## config.mk

```make
export PLATFORM = sky130hd
export DESIGN_NAME = fft_stage_sequencer_flat
export DESIGN_NICKNAME = d
export VERILOG_FILES = /design/src/rtl/fft_seq_if.sv /design/src/rtl/fft_stage_sequencer.sv /design/src/flat_wrapper.sv
export SDC_FILE = /design/constraint.sdc
export NUM_CORES = 1
export LEC_CHECK = 0
export ABC_AREA = 1
export ABC_CLOCK_PERIOD_IN_PS = 8050
export CAP_MARGIN = 15
export CORE_ASPECT_RATIO = 1.4
export CORE_UTILIZATION = 30
export CTS_CLUSTER_SIZE = 16
export DETAILED_ROUTE_END_ITERATION = 16
export GPL_ROUTABILITY_DRIVEN = 0
export RECOVER_POWER = 100
export SETUP_SLACK_MARGIN = 0.05
export SYNTH_ARGS = -nofsm -noshare
export SYNTH_HDL_FRONTEND = slang
export SYNTH_SLANG_ARGS = --single-unit
```

## constraint.sdc

```tcl
create_clock -name clk -period 8.05 [get_ports clk]
set_clock_uncertainty 0.2 [all_clocks]
set_input_delay 1.2075 -clock clk [delete_from_list [all_inputs] [get_ports clk]]
set_output_delay 1.2075 -clock clk [all_outputs]
set_load 0.01 [all_outputs]
```

## src/rtl/fft_seq_if.sv

```systemverilog
// Butterfly handshake bundle between the FFT sequencer and the datapath.
// Carries the register pair, twiddle index and current stage.
interface fft_seq_if #(
  parameter int LOG2_N = 6
);
  localparam int SW = $clog2(LOG2_N);

  logic              bf_valid;
  logic              bf_ready;
  logic [LOG2_N-1:0] idx_a;
  logic [LOG2_N-1:0] idx_b;
  logic [LOG2_N-2:0] tw_idx;
  logic [SW-1:0]     stage;

  modport master (
    output bf_valid, idx_a, idx_b, tw_idx, stage,
    input  bf_ready
  );

  modport slave (
    input  bf_valid, idx_a, idx_b, tw_idx, stage,
    output bf_ready
  );
endinterface

```

## src/rtl/fft_stage_sequencer.sv

```systemverilog
// Radix-2 DIT butterfly sequencer: load, per-stage butterflies, flush, done.
// Optional FFT_SEQ_STALL_CNT_EN adds a saturating stall cycle counter.
module fft_stage_sequencer #(
  parameter int N_POINTS   = 64,
  parameter int LOG2_N     = 6,
  parameter int PIPE_DEPTH = 2
) (
  input  logic        clk,
  input  logic        rst,
  input  logic        start,
  input  logic        abort,
  output logic        load_en,
  output logic        busy,
  output logic        done,
`ifdef FFT_SEQ_STALL_CNT_EN
  output logic [15:0] stall_cnt,
`endif
  fft_seq_if.master   bf
);
  localparam int KW   = LOG2_N - 1;
  localparam int SW   = $clog2(LOG2_N);
  localparam int HALF = N_POINTS / 2;

  localparam logic [KW-1:0] K_LAST = KW'(HALF - 1);
  localparam logic [SW-1:0] S_LAST = SW'(LOG2_N - 1);
  localparam logic [2:0]    F_LAST =
    3'((PIPE_DEPTH > 0) ? PIPE_DEPTH - 1 : 0);

  typedef enum logic [2:0] {
    S_IDLE, S_LOAD, S_RUN, S_FLUSH, S_DONE
  } state_t;

  state_t        st;
  logic [KW-1:0] k;
  logic [2:0]    fcnt;
  logic [KW-1:0] k_nx;
  logic [SW-1:0] s_nx;
  logic          last_s;

  assign k_nx   = k + KW'(1);
  assign s_nx   = bf.stage + SW'(1);
  assign last_s = (bf.stage == S_LAST);

  // Upper leg: group base (grp * 2 * span) plus position within span.
  function automatic logic [LOG2_N-1:0] calc_a(
    input logic [KW-1:0] kk,
    input logic [SW-1:0] s
  );
    logic [LOG2_N-1:0] kx;
    logic [LOG2_N-1:0] msk;
    kx  = {1'b0, kk};
    msk = (LOG2_N'(1) << s) - LOG2_N'(1);
    return (((kx >> s) << 1) << s) | (kx & msk);
  endfunction

  function automatic logic [LOG2_N-1:0] calc_b(
    input logic [KW-1:0] kk,
    input logic [SW-1:0] s
  );
    return calc_a(kk, s) + (LOG2_N'(1) << s);
  endfunction

  function automatic logic [KW-1:0] calc_tw(
    input logic [KW-1:0] kk,
    input logic [SW-1:0] s
  );
    logic [KW-1:0] msk;
    msk = (KW'(1) << s) - KW'(1);
    return (kk & msk) << (SW'(KW) - s);
  endfunction

  always_ff @(negedge clk or negedge rst) begin
    if (!rst) begin
      st          <= S_IDLE;
      k           <= '0;
      fcnt        <= '0;
      load_en     <= 1'b0;
      busy        <= 1'b0;
      done        <= 1'b0;
      bf.bf_valid <= 1'b0;
      bf.idx_a    <= '0;
      bf.idx_b    <= '0;
      bf.tw_idx   <= '0;
      bf.stage    <= '0;
    end else if (abort) begin
      // Indices keep their last values; only control state clears.
      st          <= S_IDLE;
      k           <= '0;
      fcnt        <= '0;
      load_en     <= 1'b0;
      busy        <= 1'b0;
      done        <= 1'b0;
      bf.bf_valid <= 1'b0;
      bf.stage    <= '0;
    end else begin
      unique case (st)
        S_IDLE: begin
          if (start) begin
            st      <= S_LOAD;
            load_en <= 1'b1;
            busy    <= 1'b1;
          end
        end
        S_LOAD: begin
          st          <= S_RUN;
          load_en     <= 1'b0;
          k           <= '0;
          bf.stage    <= '0;
          bf.bf_valid <= 1'b1;
          bf.idx_a    <= calc_a('0, '0);
          bf.idx_b    <= calc_b('0, '0);
          bf.tw_idx   <= calc_tw('0, '0);
        end
        S_RUN: begin
          if (bf.bf_ready) begin
            if (k != K_LAST) begin
              k         <= k_nx;
              bf.idx_a  <= calc_a(k_nx, bf.stage);
              bf.idx_b  <= calc_b(k_nx, bf.stage);
              bf.tw_idx <= calc_tw(k_nx, bf.stage);
            end else if (PIPE_DEPTH != 0) begin
              st          <= S_FLUSH;
              fcnt        <= '0;
              bf.bf_valid <= 1'b0;
            end else if (!last_s) begin
              k         <= '0;
              bf.stage  <= s_nx;
              bf.idx_a  <= calc_a('0, s_nx);
              bf.idx_b  <= calc_b('0, s_nx);
              bf.tw_idx <= calc_tw('0, s_nx);
            end else begin
              st          <= S_DONE;
              bf.bf_valid <= 1'b0;
              done        <= 1'b1;
            end
          end
        end
        S_FLUSH: begin
          if (fcnt != F_LAST) begin
            fcnt <= fcnt + 3'd1;
          end else if (!last_s) begin
            st          <= S_RUN;
            k           <= '0;
            bf.stage    <= s_nx;
            bf.bf_valid <= 1'b1;
            bf.idx_a    <= calc_a('0, s_nx);
            bf.idx_b    <= calc_b('0, s_nx);
            bf.tw_idx   <= calc_tw('0, s_nx);
          end else begin
            st   <= S_DONE;
            done <= 1'b1;
          end
        end
        S_DONE: begin
          st   <= S_IDLE;
          done <= 1'b0;
          busy <= 1'b0;
        end
        default: st <= S_IDLE;
      endcase
    end
  end

`ifdef FFT_SEQ_STALL_CNT_EN
  always_ff @(negedge clk or negedge rst) begin
    if (!rst) begin
      stall_cnt <= '0;
    end else if (st == S_IDLE && start && !abort) begin
      stall_cnt <= '0;
    end else if (st == S_RUN && bf.bf_valid && !bf.bf_ready
                 && stall_cnt != 16'hFFFF) begin
      stall_cnt <= stall_cnt + 16'd1;
    end
  end
`endif

endmodule

```

## src/flat_wrapper.sv

```systemverilog
// flat-port wrapper written by rule: the top's interface ports become plain ports
module fft_stage_sequencer_flat 
#(
  parameter int N_POINTS   = 64,
  parameter int LOG2_N     = 6,
  parameter int PIPE_DEPTH = 2
)
  (clk, rst, start, abort, load_en, busy, done, bf_bf_valid, bf_idx_a, bf_idx_b, bf_tw_idx, bf_stage, bf_bf_ready);
  fft_seq_if #(.LOG2_N(LOG2_N)) bf_i ();
  input  logic clk;
  input  logic rst;
  input  logic start;
  input  logic abort;
  output logic load_en;
  output logic busy;
  output logic done;
  output wire logic [$bits(bf_i.bf_valid)-1:0] bf_bf_valid;
  output wire logic [$bits(bf_i.idx_a)-1:0] bf_idx_a;
  output wire logic [$bits(bf_i.idx_b)-1:0] bf_idx_b;
  output wire logic [$bits(bf_i.tw_idx)-1:0] bf_tw_idx;
  output wire logic [$bits(bf_i.stage)-1:0] bf_stage;
  input wire logic [$bits(bf_i.bf_ready)-1:0] bf_bf_ready;
  assign bf_bf_valid = bf_i.bf_valid;
  assign bf_idx_a = bf_i.idx_a;
  assign bf_idx_b = bf_i.idx_b;
  assign bf_tw_idx = bf_i.tw_idx;
  assign bf_stage = bf_i.stage;
  assign bf_i.bf_ready = bf_bf_ready;
  fft_stage_sequencer #(.N_POINTS(N_POINTS), .LOG2_N(LOG2_N), .PIPE_DEPTH(PIPE_DEPTH)) u_core (.clk(clk), .rst(rst), .start(start), .abort(abort), .load_en(load_en), .busy(busy), .done(done), .bf(bf_i));
endmodule
```

* Yosys cells after proc, flatten, opt, wreduce, memory -nomap -nowiden
Index checks and enable logic that the tools add are counted.
** Word-level totals
- Register bits after elaboration :: 35
- Output and inout port bits :: 24
- Input bits :: 5
- Word-level logic and storage cells :: 121
** Cells by class
- Add/subtract/negate cells :: 9
- Shifts and indexed selects :: 9
- Bitwise operators :: 4
- Equal/unequal tests :: 19
- Mux-type cells :: 52
- Reduce and logical (&&, ||, !) cells :: 17
** Operator list (number)
- 6-bit two-way mux :: 8
- 5-bit two-way mux :: 9
- 3-bit two-way mux :: 13
- 6-bit one-hot mux with 3 select lines :: 2
- 5-bit one-hot mux with 3 select lines :: 2
- 3-bit nonzero test :: 6
- 3-bit != test (second input constant) :: 5
- 6-bit adder :: 2
- 3-bit one-hot mux with 2 select lines :: 2
- 3-bit one-hot mux with 4 select lines :: 1
- 1-bit by 3-bit left shift with 6-bit output (first input constant) :: 2
- 6-bit by 3-bit left shift with 6-bit output :: 2
- 1-bit two-way mux :: 11
- 5-bit AND reduction :: 2
- 1-bit by 3-bit left shift with 5-bit output (first input constant) :: 2
- 3-bit by 2-bit != test with 1-bit output (second input constant) :: 3
- 4-bit AND reduction :: 2
- 3-bit by 1-bit adder with 3-bit output (second input constant) :: 2
- 5-bit by 6-bit AND with 6-bit output :: 1
- 3-bit by 2-bit equality test with 1-bit output (second input constant) :: 2
- 3-bit equality test (second input constant) :: 2
- 2-bit != test (second input constant) :: 3
- 6-bit OR :: 1
- 1-bit one-hot mux with 2 select lines :: 3
- other kinds (19) :: 22

* Depth between registers and ports, before layout
Gate-level depths: netlist of run 1.
- Depth in word-level cells :: 8
- Depth in mapped cells :: 24

==> results.yml, run 1 <==
synth:
  syn-num-nets: 363
  synth_edf_count: 0
  ys_ff_latch: 35
  synth_cells: 339
  async_reset_ff_share_pct: 100
  yosysUniqueCellTypes: 40
  ys_warn_count: 0
  syn_avg_cell_area_sq_um: 7.43
  synth_flop_cell: "dfrtn_1"
  synth_area_sq_mm: 0.00252
  yosysSeqAreaShare_pct: 34.8
floorplan:
  rows: 39
  die_w_um: 79.5
  pin_count: 29
  core-area_sq_mm: 0.00815
  die_h_um: 110
  fp.dieArea_sq_mm: 0.00878
  start_util_pct: 30.9
outcome:
  status: "finished with violations"
  failed_checks: "capacitance limit, slew limit"
placement:
  placement.io_buffers: 28
  dp_cells: 464
  place_hpwl_um: 4830
grt:
  grt_use_met3_pct: 2.64
  grt_overflow_total: 0
  grt_pass1_wl_um: 11000
  grt_usage_pct: 15.8
  grt_pass1_vias: 2372
  grt_max_degree: 36
  grt_use_met1_pct: 18.5
  antenna_found_initial: 0
  grt_use_met2_pct: 27.0
  grt-busiest-layer: "met2"
finish:
  drive_above_1_share_pct: 8.92
  multi_input_area_sq_mm: 0.00139
  fill_cells: 840
  diodes: 0
  final-seq-area_sq_um: 876
  nets: 393
  finalNonFillerCells: 472
  synthToLayoutAreaGrowth_pct: 18.1
clocking:
  postCtsResizedCells: 0
  insertion_delay_ns: 0.30
  cts_root_buffer: "clkbuf_16"
  htree_num_levels: 2
  cts_tree: "yes"
  cts_sinks: 35
  clkSlewWorstSetupHoldPaths_ns: 0.04
  cts_buffers: 5
  cts_buffer_depth: 2
  post_cts_buffers: 0
  hold_buffers: 0
flow_run:
  cap_violations: 1
timing:
  rsz0062_at_grt: "false"
  fin_setup_tns_ns: 0
  relSlewSlack_pct: -31.1
  slew_viol_final: 36
  hold_viol: 0
  tightest_slew_ns: 1.97
  setup_viol: 0
pwr:
  peakVddDrop_v: 0.000127
  p_leak_uw: 0.00152
  switching_share_pct: 42.5
  intPower_uw: 456
  pwr-share-clk_pct: 23.4
  switchingPower_uw: 337
  power_frac_comb_pct: 45.6
  seqPwrFrac_pct: 31.0
  p_per_area_mw_per_mm2: 266
worst_setup_path:
  crit_path_start: "abort"
  path_delay_family: "simple AND/OR/NAND/NOR gates"
  worstSetupStartpointType: "input pin"
  critPathKind: "in2reg"
  worst-path-max-fanout: 21
  worstReg2RegStart: "u_core.bf.stage[1]"
  path_buf_inv: 2
  slowest_stage: "dlygate4sd3_1"
  crit_path_end_kind: "register"
  cp.depth: 10
  r2r_end: "u_core.bf.idx_b[5]"
  crit_path_end: "u_core.bf.tw_idx[4]"
  required_ns: 4.16
  reg2reg_slack_ns: 4.11
  crit_chain: "dlygate4sd3_1 -> nor2_1 -> nand2_1 -> a21oi_1 -> nand2_4 -> nor2_1 -> inv_1 -> a21oi_2 -> nand2_1 -> nand2_1"
  arrival_ns: 3.51
  crit_top_cell: "nand2_1"
  slowest_delay_ns: 0.60
  reg2regPathDepth: 20
routing:
  drt_iter0_drc: 127
  routed-via-count: 2324
  routed_wl_um: 6440
  drtPass1Iterations: 4
  viasPerCell: 4.92
  wire_per_inst_um: 13.7
  drc: 0
  postRouteAntennaNets: 0
worst_hold_path:
  holdPathStages: 2
  hold_class: "reg2reg"
## tightest hold or removal path, stage by stage (launching register included)
cell and delay, ns:
dfrtn_1 0.41, nand2_2 0.05, nand2_1 0.05
## logic make-up after synthesis
logic type / count (synthesis) / share of synthesized area (%)
adder cells (fa/ha/maj): 19 / 9.73
other: 1 / 0.149
AO/OA/AOI/OAI: 55 / 12.9
AND/OR/NAND/NOR: 178 / 32.9
XOR/XNOR: 2 / 0.695
buffers and inverters: 49 / 8.84
flip-flops: 35 / 34.8
## through the flow
stage / util (%) / worst slack, ns / hold WS [ns] / area (sq um) / power [uW]
floorplan: - / 1.67 / 0.231 / 2520 / 523
global placement: 35.2 / 0.963 / 0.239 / 2870 / 624
detailed placement: 35.2 / 0.922 / 0.238 / 2870 / 629
CTS: 36.9 / 0.954 / 0.242 / 3010 / 821
global route: 36.5 / 0.455 / 0.256 / 2980 / 855
finish: 36.5 / 0.648 / 0.229 / 2980 / 793
## cells in the final DEF, fill, tap and decap left out, types with 2 or more instances in the layout
master,synthesis,routed
nand2_2,13,12
a21oi_1,16,17
nand3_1,25,25
o211ai_1,2,2
and2_1,2,2
nor3_1,3,3
inv_1,37,40
dlygate4sd3_1,0,25
o22ai_1,3,3
nor2_1,27,30
nand4_1,6,6
clkbuf_1,1,3
ha_1,18,18
o21ai_0,22,23
inv_2,5,2
nand2_1,88,90
or2_2,2,2
dfrtn_1,35,35
clkbuf_16,0,5
clkdlybuf4s50_1,0,2
nor2_2,5,4
## state kept, by name (all words and copies together) (netlist names)
register            flops
u_core.bf.idx_a         6
u_core.bf.idx_b         6
u_core.bf.tw_idx        5
u_core.k                5
u_core.bf.stage         3
u_core.fcnt             3
u_core.st               3
u_core.bf.bf_valid      1
u_core.busy             1
u_core.done             1
u_core.load_en          1
## power by group through the flow
stage | clock [uW] | sequential (uW) | combinational (uW)
after floorplan | 0 | 257 | 266
after global placement | 0 | 250 | 374
after detailed placement | 0 | 250 | 379
after CTS | 191 | 248 | 382
after global routing | 198 | 252 | 405
final | 185 | 246 | 362
## cells in the mapped netlist (2+ instances only)
master,count,share of area (%)
a21oi_1,16,3.2
a21oi_2,2,0.70
and2_1,2,0.50
buf_12,2,1.6
buf_2,3,0.60
dfrtn_1,35,35
ha_1,18,8.9
inv_1,37,5.5
inv_2,5,0.74
nand2_1,88,13
nand2_2,13,3.2
nand2_4,2,0.89
nand3_1,25,5.0
nand4_1,6,1.5
nor2_1,27,4.0
nor2_2,5,1.2
nor2_4,2,0.89
nor3_1,3,0.60
o211ai_1,2,0.60
o21ai_0,22,4.4
o21ai_1,2,0.40
o22ai_1,3,0.74
or2_2,2,0.50
## metal layers
metal	vias up	part of all wire (%)
li1	1172	-
met1	1070	42
met2	64	51
met4	0	3.4
met5	-	0
met3	18	3.7
## layout make-up
| cell class | instances | share of cell area [%] |
|---|---|---|
| Timing Repair Buffer | 29 | 9.46 |
| Inverter | 43 | 5.51 |
| Sequential cell | 35 | 29.4 |
| Multi-Input combinational cell | 255 | 46.7 |
| Clock inverter | 1 | 0.168 |
| Clock buffer | 7 | 4.46 |
| Tap cell | 102 | 4.29 |
## worst min-delay path by stage
stage | slack [ns] | startpoint | to
after floorplan | 0.23 | u_core.k[4] | u_core.k[4]
after global placement | 0.24 | u_core.bf.idx_b[2] | u_core.bf.idx_b[2]
after detailed placement | 0.24 | u_core.bf.idx_b[3] | u_core.bf.idx_b[3]
after CTS | 0.24 | u_core.bf.idx_b[3] | u_core.bf.idx_b[3]
after global routing | 0.26 | u_core.bf.idx_b[2] | u_core.bf.idx_b[2]
final | 0.23 | u_core.bf.idx_b[3] | u_core.bf.idx_b[3]
No activity file was read; power rests on OpenSTA's default activity.
==> run 2: changes to the inputs <==
--- a/config.mk
+++ b/config.mk
@@ -13,6 +13,7 @@
 export CTS_CLUSTER_SIZE = 16
 export DETAILED_ROUTE_END_ITERATION = 16
 export GPL_ROUTABILITY_DRIVEN = 0
+export PLACE_DENSITY = 0.51
 export RECOVER_POWER = 100
 export SETUP_SLACK_MARGIN = 0.05
 export SYNTH_ARGS = -nofsm -noshare
==> results.yml, run 2 (same netlist as run 1, synthesis figures left out) <==
outcome:
  status: "finished with violations"
  failed_checks: "capacitance limit, slew limit"
floorplan:
  die_h_um: 110
  rows: 39
  start_util_pct: 30.9
  core-area_sq_mm: 0.00815
  fp.dieArea_sq_mm: 0.00878
  die_w_um: 79.5
  pin_count: 29
grt:
  grt_max_degree: 36
  grt_usage_pct: 16.5
  grt_overflow_total: 0
  antenna_found_initial: 0
  grt_pass1_vias: 2357
  grt_pass1_wl_um: 11400
clocking:
  cts_buffers: 5
  insertion_delay_ns: 0.30
  htree_num_levels: 2
  hold_buffers: 0
  cts_tree: "yes"
  cts_buffer_depth: 2
  cts_root_buffer: "clkbuf_16"
  clkSlewWorstSetupHoldPaths_ns: 0.04
  postCtsResizedCells: 0
  post_cts_buffers: 0
  cts_sinks: 35
worst_setup_path:
  critPathKind: "reg2out"
  crit_path_end: "bf_stage[0]"
  crit_path_start: "u_core.bf.stage[0]"
  required_ns: 6.64
  worstReg2RegStart: "u_core.bf.stage[0]"
  r2r_end: "u_core.bf.idx_b[5]"
  reg2regPathDepth: 19
  worstSetupStartpointType: "register"
  crit_path_end_kind: "output pin"
  arrival_ns: 6.04
  worst-path-max-fanout: 18
  reg2reg_slack_ns: 3.81
timing:
  rsz0062_at_grt: "false"
  fin_setup_tns_ns: 0
  relSlewSlack_pct: -28.5
  tightest_slew_ns: 1.93
  setup_viol: 0
  slew_viol_final: 36
  hold_viol: 0
pwr:
  p_leak_uw: 0.00152
  peakVddDrop_v: 0.000124
  p_per_area_mw_per_mm2: 276
  power_uw: 830
routing:
  postRouteAntennaNets: 0
  drt_iter0_drc: 145
  wire_per_inst_um: 14.0
  drtPass1Iterations: 4
  drc: 0
  viasPerCell: 4.85
  routed_wl_um: 6590
  routed-via-count: 2291
worst_hold_path:
  holdPathStages: 2
  hold_class: "reg2reg"
finish:
  nets: 393
  synthToLayoutAreaGrowth_pct: 19.6
  layout_commonest_cell: "nand2_1"
  diodes: 0
  layout_common_cells: "nand2_1 (90), inv_1 (39), dfrtn_1 (35)"
  drive_above_1_share_pct: 10.0
  top_regs: "u_core.bf.idx_a x6, u_core.bf.idx_b x6"
flow_run:
  cap_violations: 1
placement:
  place_hpwl_um: 5090
  placement.io_buffers: 28
-- run 2: stage by stage --
step / hold WS, ns / utilization, % / cells / setup slack [ns] / area (sq um)
after floorplan: 0.231 / - / 339 / 1.67 / 2520
after global placement: 0.238 / 35.2 / 464 / 0.933 / 2870
after detailed placement: 0.237 / 35.2 / 464 / 0.871 / 2870
after CTS: 0.238 / 37.3 / 472 / 0.933 / 3040
after global routing: 0.255 / 37.0 / 472 / 0.476 / 3010
final: 0.230 / 37.0 / 472 / 0.607 / 3010
-- run 2: critical path, stage by stage, from the launching register on --
cell             delay [ns]
dfrtn_1                0.38
clkbuf_1               0.64
clkdlybuf4s50_1        0.69
-- run 2: routing by layer --
layer	part of all wire [%]	GRT usage, %
met2	51	28.3
met1	42	19.5
met5	0	0
met3	2.9	2.56
met4	3.8	8.36
-- run 2: power by group --
| part | internal [uW] | leakage, uW | total, uW | switching [uW] |
|---|---|---|---|---|
| clock | 146 | 0.0000838 | 220 | 74.3 |
| sequential | 214 | 0.000471 | 246 | 31.5 |
| combinational | 126 | 0.000970 | 364 | 238 |
-- run 2: area by class of cell --
type | instances | area [sq um]
Clock buffer | 5 | 125
Clock inverter | 3 | 43.8
Fill cell | 858 | 5130
Inverter | 43 | 164
Multi-Input combinational cell | 255 | 1400
Sequential cell | 35 | 876
Tap cell | 102 | 128
Timing Repair Buffer | 29 | 278
-- run 2: worst min path at each step --
stage / startpoint / end / slack (ns)
final: u_core.bf.tw_idx[1] / u_core.bf.tw_idx[1] / 0.23
after global routing: u_core.bf.idx_a[2] / u_core.bf.idx_a[2] / 0.25
after CTS: u_core.bf.tw_idx[1] / u_core.bf.tw_idx[1] / 0.24
after detailed placement: u_core.bf.tw_idx[1] / u_core.bf.tw_idx[1] / 0.24
after global placement: u_core.bf.idx_b[2] / u_core.bf.idx_b[2] / 0.24
after floorplan: u_core.k[4] / u_core.k[4] / 0.23
==> run 3: changes to the inputs <==
--- a/config.mk
+++ b/config.mk
@@ -7,7 +7,6 @@
 export LEC_CHECK = 0
 export ABC_AREA = 1
 export ABC_CLOCK_PERIOD_IN_PS = 8050
-export CAP_MARGIN = 15
 export CORE_ASPECT_RATIO = 1.4
 export CORE_UTILIZATION = 30
 export CTS_CLUSTER_SIZE = 16
==> results of run 3 <==
The final DEF is identical to that of run 2; final timing and power are the same.
